`config.mk`:
```
export PLATFORM = sky130hd
export DESIGN_NAME = alu_bist_sequencer
export DESIGN_NICKNAME = d
export VERILOG_FILES = /design/src/rtl/alu_bist_sequencer.sv
export SDC_FILE = /design/constraint.sdc
export NUM_CORES = 1
export LEC_CHECK = 0
export CORE_MARGIN = 3
export CORE_UTILIZATION = 39
export CTS_CLUSTER_SIZE = 24
export DETAILED_ROUTE_END_ITERATION = 8
export HOLD_SLACK_MARGIN = 0.12
export PLACE_DENSITY_LB_ADDON = 0.15
export SYNTH_ARGS = -nofsm -noshare
export SYNTH_HDL_FRONTEND = slang
export SYNTH_SLANG_ARGS = --single-unit
```
`constraint.sdc`:
```
create_clock -name clk -period 12.64 [get_ports clk]
set_input_delay 1.264 -clock clk [delete_from_list [all_inputs] [get_ports clk]]
set_output_delay 1.264 -clock clk [all_outputs]
set_load 0.02 [all_outputs]
```
`src/rtl/alu_bist_sequencer.sv`:
```
// alu_bist_sequencer: built-in self-test driver/checker for the 16-bit logic ALU.
// Sweeps all eight opcodes over a COUNT x COUNT operand grid, compares the ALU
// result against an internal golden model, counts passes/fails and captures the
// first failing vector.
// Optional build macro: ALU_BIST_HALT_ON_FAIL_EN ends the sweep at the first mismatch.
module alu_bist_sequencer #(
    parameter int unsigned      WIDTH = 16,
    parameter logic [WIDTH-1:0] STEP  = WIDTH'(16'h2003),
    parameter int unsigned      COUNT = 8
) (
    input  logic             clk,
    input  logic             reset,
    input  logic             start,
    output logic             busy,
    output logic             done,
    output logic             pass,
    output logic [2:0]       alu_control,
    output logic [WIDTH-1:0] alu_in0,
    output logic [WIDTH-1:0] alu_in1,
    input  logic [WIDTH-1:0] alu_dout,
    output logic [15:0]      success_cnt,
    output logic [15:0]      fail_cnt,
    output logic [2:0]       fail_op,
    output logic [WIDTH-1:0] fail_in0,
    output logic [WIDTH-1:0] fail_in1,
    output logic [WIDTH-1:0] fail_dout
);

    localparam int unsigned IDX_W = (COUNT > 1) ? $clog2(COUNT) : 1;
    localparam int unsigned CNT_W = 16;
    localparam logic [IDX_W-1:0] IDX_LAST = IDX_W'(COUNT - 1);
    localparam logic [CNT_W-1:0] CNT_MAX  = '1;

`ifdef ALU_BIST_HALT_ON_FAIL_EN
    localparam bit HALT_ON_FAIL = 1'b1;
`else
    localparam bit HALT_ON_FAIL = 1'b0;
`endif

    typedef enum logic [1:0] {
        S_IDLE = 2'd0,
        S_RUN  = 2'd1,
        S_DONE = 2'd2
    } state_t;

    state_t           state;
    state_t           state_next;
    logic [IDX_W-1:0] idx0;
    logic [IDX_W-1:0] idx1;
    logic [WIDTH-1:0] expected;
    logic             mismatch;
    logic             last_vec;
    logic             start_run;
    logic             do_check;
    logic             finish;

    // Golden model of the ALU for the vector currently on alu_*
    always_comb begin
        expected = '0;
        unique case (alu_control)
            3'b000: expected = alu_in0 + alu_in1;
            3'b001: expected = alu_in0 & alu_in1;
            3'b010: expected = alu_in0 | alu_in1;
            3'b011: expected = alu_in0 ^ alu_in1;
            3'b100: expected = alu_in0 - alu_in1;
            3'b101: expected = ~(alu_in0 & alu_in1);
            3'b110: expected = ~(alu_in0 | alu_in1);
            3'b111: expected = ~(alu_in0 ^ alu_in1);
        endcase
        mismatch = (alu_dout != expected);
        last_vec = (alu_control == 3'b111) && (idx1 == IDX_LAST) && (idx0 == IDX_LAST);
    end

    // State register
    always_ff @(posedge clk) begin
        if (reset) begin
            state <= S_IDLE;
        end else begin
            state <= state_next;
        end
    end

    // Next-state and datapath control
    always_comb begin
        state_next = state;
        start_run  = 1'b0;
        do_check   = 1'b0;
        finish     = 1'b0;
        unique case (state)
            S_IDLE, S_DONE: begin
                if (start) begin
                    state_next = S_RUN;
                    start_run  = 1'b1;
                end
            end
            S_RUN: begin
                do_check = 1'b1;
                if (last_vec || (HALT_ON_FAIL && mismatch)) begin
                    state_next = S_DONE;
                    finish     = 1'b1;
                end
            end
            default: state_next = S_IDLE;
        endcase
    end

    // Vector generation, result counting and first-failure capture
    always_ff @(posedge clk) begin
        if (reset) begin
            busy        <= 1'b0;
            done        <= 1'b0;
            pass        <= 1'b0;
            alu_control <= '0;
            alu_in0     <= '0;
            alu_in1     <= '0;
            idx0        <= '0;
            idx1        <= '0;
            success_cnt <= '0;
            fail_cnt    <= '0;
            fail_op     <= '0;
            fail_in0    <= '0;
            fail_in1    <= '0;
            fail_dout   <= '0;
        end else if (start_run) begin
            busy        <= 1'b1;
            done        <= 1'b0;
            pass        <= 1'b0;
            alu_control <= '0;
            alu_in0     <= '0;
            alu_in1     <= '0;
            idx0        <= '0;
            idx1        <= '0;
            success_cnt <= '0;
            fail_cnt    <= '0;
            fail_op     <= '0;
            fail_in0    <= '0;
            fail_in1    <= '0;
            fail_dout   <= '0;
        end else if (do_check) begin
            if (mismatch) begin
                if (fail_cnt != CNT_MAX) begin
                    fail_cnt <= fail_cnt + 1'b1;
                end
                if (fail_cnt == '0) begin
                    fail_op   <= alu_control;
                    fail_in0  <= alu_in0;
                    fail_in1  <= alu_in1;
                    fail_dout <= alu_dout;
                end
            end else if (success_cnt != CNT_MAX) begin
                success_cnt <= success_cnt + 1'b1;
            end

            if (finish) begin
                busy        <= 1'b0;
                done        <= 1'b1;
                pass        <= (fail_cnt == '0) && !mismatch;
                alu_control <= '0;
                alu_in0     <= '0;
                alu_in1     <= '0;
                idx0        <= '0;
                idx1        <= '0;
            end else if (idx0 == IDX_LAST) begin
                idx0    <= '0;
                alu_in0 <= '0;
                if (idx1 == IDX_LAST) begin
                    idx1        <= '0;
                    alu_in1     <= '0;
                    alu_control <= alu_control + 3'd1;
                end else begin
                    idx1    <= idx1 + 1'b1;
                    alu_in1 <= alu_in1 + STEP;
                end
            end else begin
                idx0    <= idx0 + 1'b1;
                alu_in0 <= alu_in0 + STEP;
            end
        end
    end

endmodule

```
* Word level (Yosys, flattened, before mapping)
Index checks and enable logic that the tools add are counted.
Operators by class: multiplexer cells 25, bitwise gates (word level) 7, reduce and logical (&&, ||, !) cells 21, $add $sub $neg 9, equality and inequality tests 16
Operators by type and width (number):
- $pmux 16 s8 | 1
- $mux 16 | 5
- $not 16->16 | 3
- $add 16x1->16 const B | 2
- $add 16x14->16 const B | 2
- $ne 16x16->1 const B | 2
- $mux 3 | 8
- $eq 3x3->1 const B | 6
- $add 16x16->16 | 1
- $and 16x16->16 | 1
- $logic_not 16->1 | 1
- $ne 16x16->1 | 1
- $or 16x16->16 | 1
- $sub 16x16->16 | 1
- $xor 16x16->16 | 1
- $reduce_and 3->1 | 4
- $add 3x1->3 const B | 3
- $mux 1 | 8
- $reduce_and 2->1 | 4
- $reduce_bool 2->1 | 4
- $eq 3x2->1 const B | 2
- $mux 2 | 2
- $ne 2x2->1 const B | 2
- $pmux 2 s2 | 1
- other kinds (9) | 12
Storage, ports and cells: input bits 19, logic and storage cells 93, flip-flop bits (word level) 129

* Longest topological paths before layout
depth in word-level cells 8, gate-level depth with buffers 21

* Least setup slack after synthesis
Ideal clock, no wire load.
path type reg2reg, start register alu_in1[2], end register fail_dout[10], data required time 12.520 ns, stages on the path, launching flop included 21, data arrival time 4.440 ns, buffers on the path 5, setup time 0.120 ns, setup slack 8.081 ns, cell sequence dfxtp_1 -> buf_6 -> or4_4 -> nor3_4 -> a21oi_1 -> xnor2_1 -> ha_1 -> clkbuf_1 -> nand4_1 -> or3_1 -> o22ai_1 -> mux2_1 -> nor3b_2 -> a2111oi_0 -> and4b_1 -> and4b_1 -> buf_2 -> or3_1 -> buf_4 -> buf_6 -> mux2i_1
Between the ends: cells in the longest elaborated chain, start to end 5, elaborated cells on any way between the ends 11
Ends and longest elaborated chain:
- start, declared | line 19 | output logic [WIDTH-1:0] alu_in1,
- start signal, assigned | line 172 | alu_in1 <= alu_in1 + STEP;
- parallel branches: the longest is 2 deep, another holds $sub 16x16->16
- $pmux 16 s8 (*) | line 60 | unique case (alu_control)
- $ne 16x16->1 (*) | line 70 | mismatch = (alu_dout != expected);
- $reduce_and 3->1 (no source line) (*)
- end signal, assigned | line 148 | fail_dout <= alu_dout;
- end, declared | line 26 | output logic [WIDTH-1:0] fail_dout
Every way passes the cells marked *. A chain may end at the register's enable or synchronous reset.

* Worst setup path in the final report
start register alu_in1[2], end register fail_in1[12]
Between the ends: cells in the longest elaborated chain, start to end 5, elaborated cells on any way between the ends 11
Ends and longest elaborated chain:
- parallel branches: the longest is 2 deep, another holds $sub 16x16->16
- $pmux 16 s8 (*) | line 60
- $ne 16x16->1 (*) | line 70
- $reduce_and 3->1 (no source line) (*)
- end signal, assigned | line 147 | fail_in1 <= alu_in1;
- end, declared | line 25 | output logic [WIDTH-1:0] fail_in1,
Marked as above.

==> metrics.yaml <==
min_path_type: "flop to flop"
die_h_um: 154.3
route.met3.wl_um: 1498
grt-ovfl-total: 0
ys_seq_area_share_pct: 30.11
syn-num-nets: 1163
period_share_pct: 45.90
fin_cells: 1469
nFillCells: 2073
slew_viol_final: 0
routedWlPerCell_um: 18.21
grt_max_degree: 68
post_cts_buffers: 0
io-pin-count: 140
crit_arrival_ns: 6.14
place.port_buffers: 139
synth_area_leaders: "dfxtp_1 (30%), ha_1 (9.0%), nand2_1 (7.4%)"
regArea_sq_mm: 0.002582
numCtsBuffers: 17
cts_buffer_depth: 2
timing.final.hold_violations: 0
setup_viol: 0
slew_headroom_pct: 14.82
area_growth_syn_to_layout_pct: 24.51
vias_per_cell: 5.593
finalSetupTns_ns: 0
cts_hold_buf: 0
rsz0062_at_grt: "no"
drive_gt1_share_pct: 5.025
vias: 8216
p_leak_nw: 4.197
finalWirelength_um: 26750
ys_ff_latch: 129
synth.avg_cell_area_sq_um: 7.933
routed.top_layer: "met4"
fin_skew_ns: 0.01162
cp.required_ns: 12.98
crit_type: "flop to flop"
synth.largest_area_cell: "dfxtp_1"
status: "finished clean"
yosys-top-cells-count: "nand2_1 (169), dfxtp_1 (129), inv_1 (74)"
worstSkewPairLatency_ns: 0.43
synth_top_area_share_pct: 30.11
wl_met2_um: 12490
htreeDepth: 4
die-area_sq_mm: 0.02380
synth-edff-count: 0
powerDensity_mw_per_mm2: 95.03
synth.most_common_cell: "nand2_1"
dp.cells: 1437
yosys_warnings: 0
synth_cells: 1081
clk_pin_slew_ns: 0.05
synthArstFlopShare_pct: 0
cp-start-kind: "flop"
multi_input_area_sq_mm: 0.005416
grt_pass1_wl_um: 42570
ant_nets: 0
mappedNetlistArea_sq_mm: 0.008576
vdd.ir_drop.worst_mv: 0.06985
nets: 1263
drc_errors: 0
core_sq_mm: 0.02129
cts_sinks: 129
cts_tree: "built"
start_util_pct: 40.29
cp_max_fo: 51
drt-met1-wl_um: 12180
timing.fmax_mhz: 172.3
tightestPinTransition_ns: 1.245
end_kind: "flop"
hpwl_um: 19460
ys.flop_type: "dfxtp_1"
drt_first_pass_iters: 6
grt_antenna_before_repair: 0
period_needed_ns: 5.802
root_buffer: "clkbuf_16"
drtIter0Drc: 505
diodes: 0
cap_violations: 0
cts_resized: 0
gp_congestion: 1.023
design_area_sq_mm: 0.01068
placed_area_sq_mm: 0.01008
ff2ff_setup_slack_ns: 6.84
rows: 53
grt_pass1_vias: 7743
die_w_um: 154.3
ys_types: 66
grt_usage_pct: 22.16
## layout by cell type (no fill, tap or decap), types with 5 or more instances in the layout
| cell | netlist | final |
|---|---|---|
| mux2i_1 | 55 | 55 |
| ha_1 | 62 | 62 |
| nand2_1 | 169 | 169 |
| clkbuf_16 | 0 | 17 |
| and2_1 | 8 | 8 |
| or4_1 | 10 | 10 |
| and4_1 | 5 | 5 |
| o221ai_1 | 10 | 10 |
| inv_1 | 74 | 74 |
| a31oi_1 | 6 | 6 |
| and3_1 | 16 | 16 |
| nor4_1 | 10 | 9 |
| o21ai_0 | 33 | 33 |
| nor3_1 | 21 | 21 |
| xor2_1 | 8 | 8 |
| o211ai_1 | 17 | 17 |
| a221oi_1 | 33 | 33 |
| buf_4 | 1 | 9 |
| nand3_1 | 41 | 41 |
| a21oi_1 | 66 | 66 |
| nor2b_1 | 6 | 6 |
| o31ai_1 | 5 | 5 |
| clkdlybuf4s50_1 | 0 | 139 |
| xnor2_1 | 51 | 51 |
| nor2_1 | 60 | 59 |
| a21o_1 | 6 | 6 |
| dfxtp_1 | 129 | 129 |
| nor3b_1 | 6 | 6 |
| nand4_1 | 11 | 11 |
| or3_1 | 30 | 29 |
## through the flow
step	total power [mW]	setup slack (ns)	hold WS (ns)	utilization [%]
6_report	1.015	6.838	0.4562	50.16
5_1_grt	1.050	6.447	0.4752	50.16
4_1_cts	1.025	6.927	0.4580	50.16
3_5_place_dp	0.5191	6.982	0.4454	47.37
3_3_place_gp	0.5188	7.033	0.4402	47.37
2_1_floorplan	0.4881	8.081	0.4356	-
## power breakdown
group | leakage (nW) | internal, mW | switching, mW | total (mW)
sequential | 1.04 | 0.411 | 0.00504 | 0.416
clock | 0.291 | 0.310 | 0.195 | 0.505
combinational | 2.87 | 0.0381 | 0.0559 | 0.0940
total | 4.20 | 0.759 | 0.256 | 1.01
## cell families after synthesis
group,count (synthesis),synth area share [%]
flops,129,30.11
buf+inv,142,6.901
mux,57,6.682
simple gates,418,24.09
fa+ha+maj,63,9.279
compound gates,213,16.91
xor+xnor,59,6.026
## critical path, stage by stage, from the launching register on
cell and delay (ns):
dfxtp_1 0.48, or4_4 0.60, nor3_4 0.25, a21oi_1 0.12
xnor2_1 0.15, ha_1 0.46, nand4_1 0.25, a2111o_1 0.42
and4_1 0.18, nor3_1 0.36, xnor2_1 0.20, and4bb_4 0.28
and4b_1 0.71, or3_2 0.24, buf_4 0.70, mux2i_1 0.28
## final cells by class
| class | count | share of cell area (%) |
|---|---|---|
| Multi-Input combinational cell | 810 | 50.73 |
| Sequential cell | 129 | 24.19 |
| Timing Repair Buffer | 148 | 13.66 |
| Clock buffer | 19 | 4.054 |
| Tap cell | 275 | 3.222 |
| Inverter | 75 | 2.637 |
| Clock inverter | 13 | 1.512 |
## metal layers
metal | vias to the layer above | global-route usage (%)
met5 | - | 0
met4 | 0 | 7.527
met3 | 32 | 4.533
met2 | 237 | 35.75
met1 | 3898 | 29.58
li1 | 4049 | -
## final timing paths
| path | startpoint | to | depth (start not counted) |
|---|---|---|---|
| max | alu_in1[2] | fail_in1[12] | 15 |
| min | idx1[1] | idx1[1] | 2 |
| max reg2reg | alu_in1[2] | fail_in1[12] | 15 |
| min reg2reg | idx1[1] | idx1[1] | 2 |
## registers in the layout, indices dropped and copies added (netlist names)
register,flops
fail_in0,16
busy,1
alu_control,3
idx0,3
pass,1
fail_cnt,16
fail_op,3
state,2
alu_in0,16
fail_dout,16
success_cnt,16
done,1
fail_in1,16
alu_in1,16
idx1,3
No activity file was read; power rests on OpenSTA's default activity.
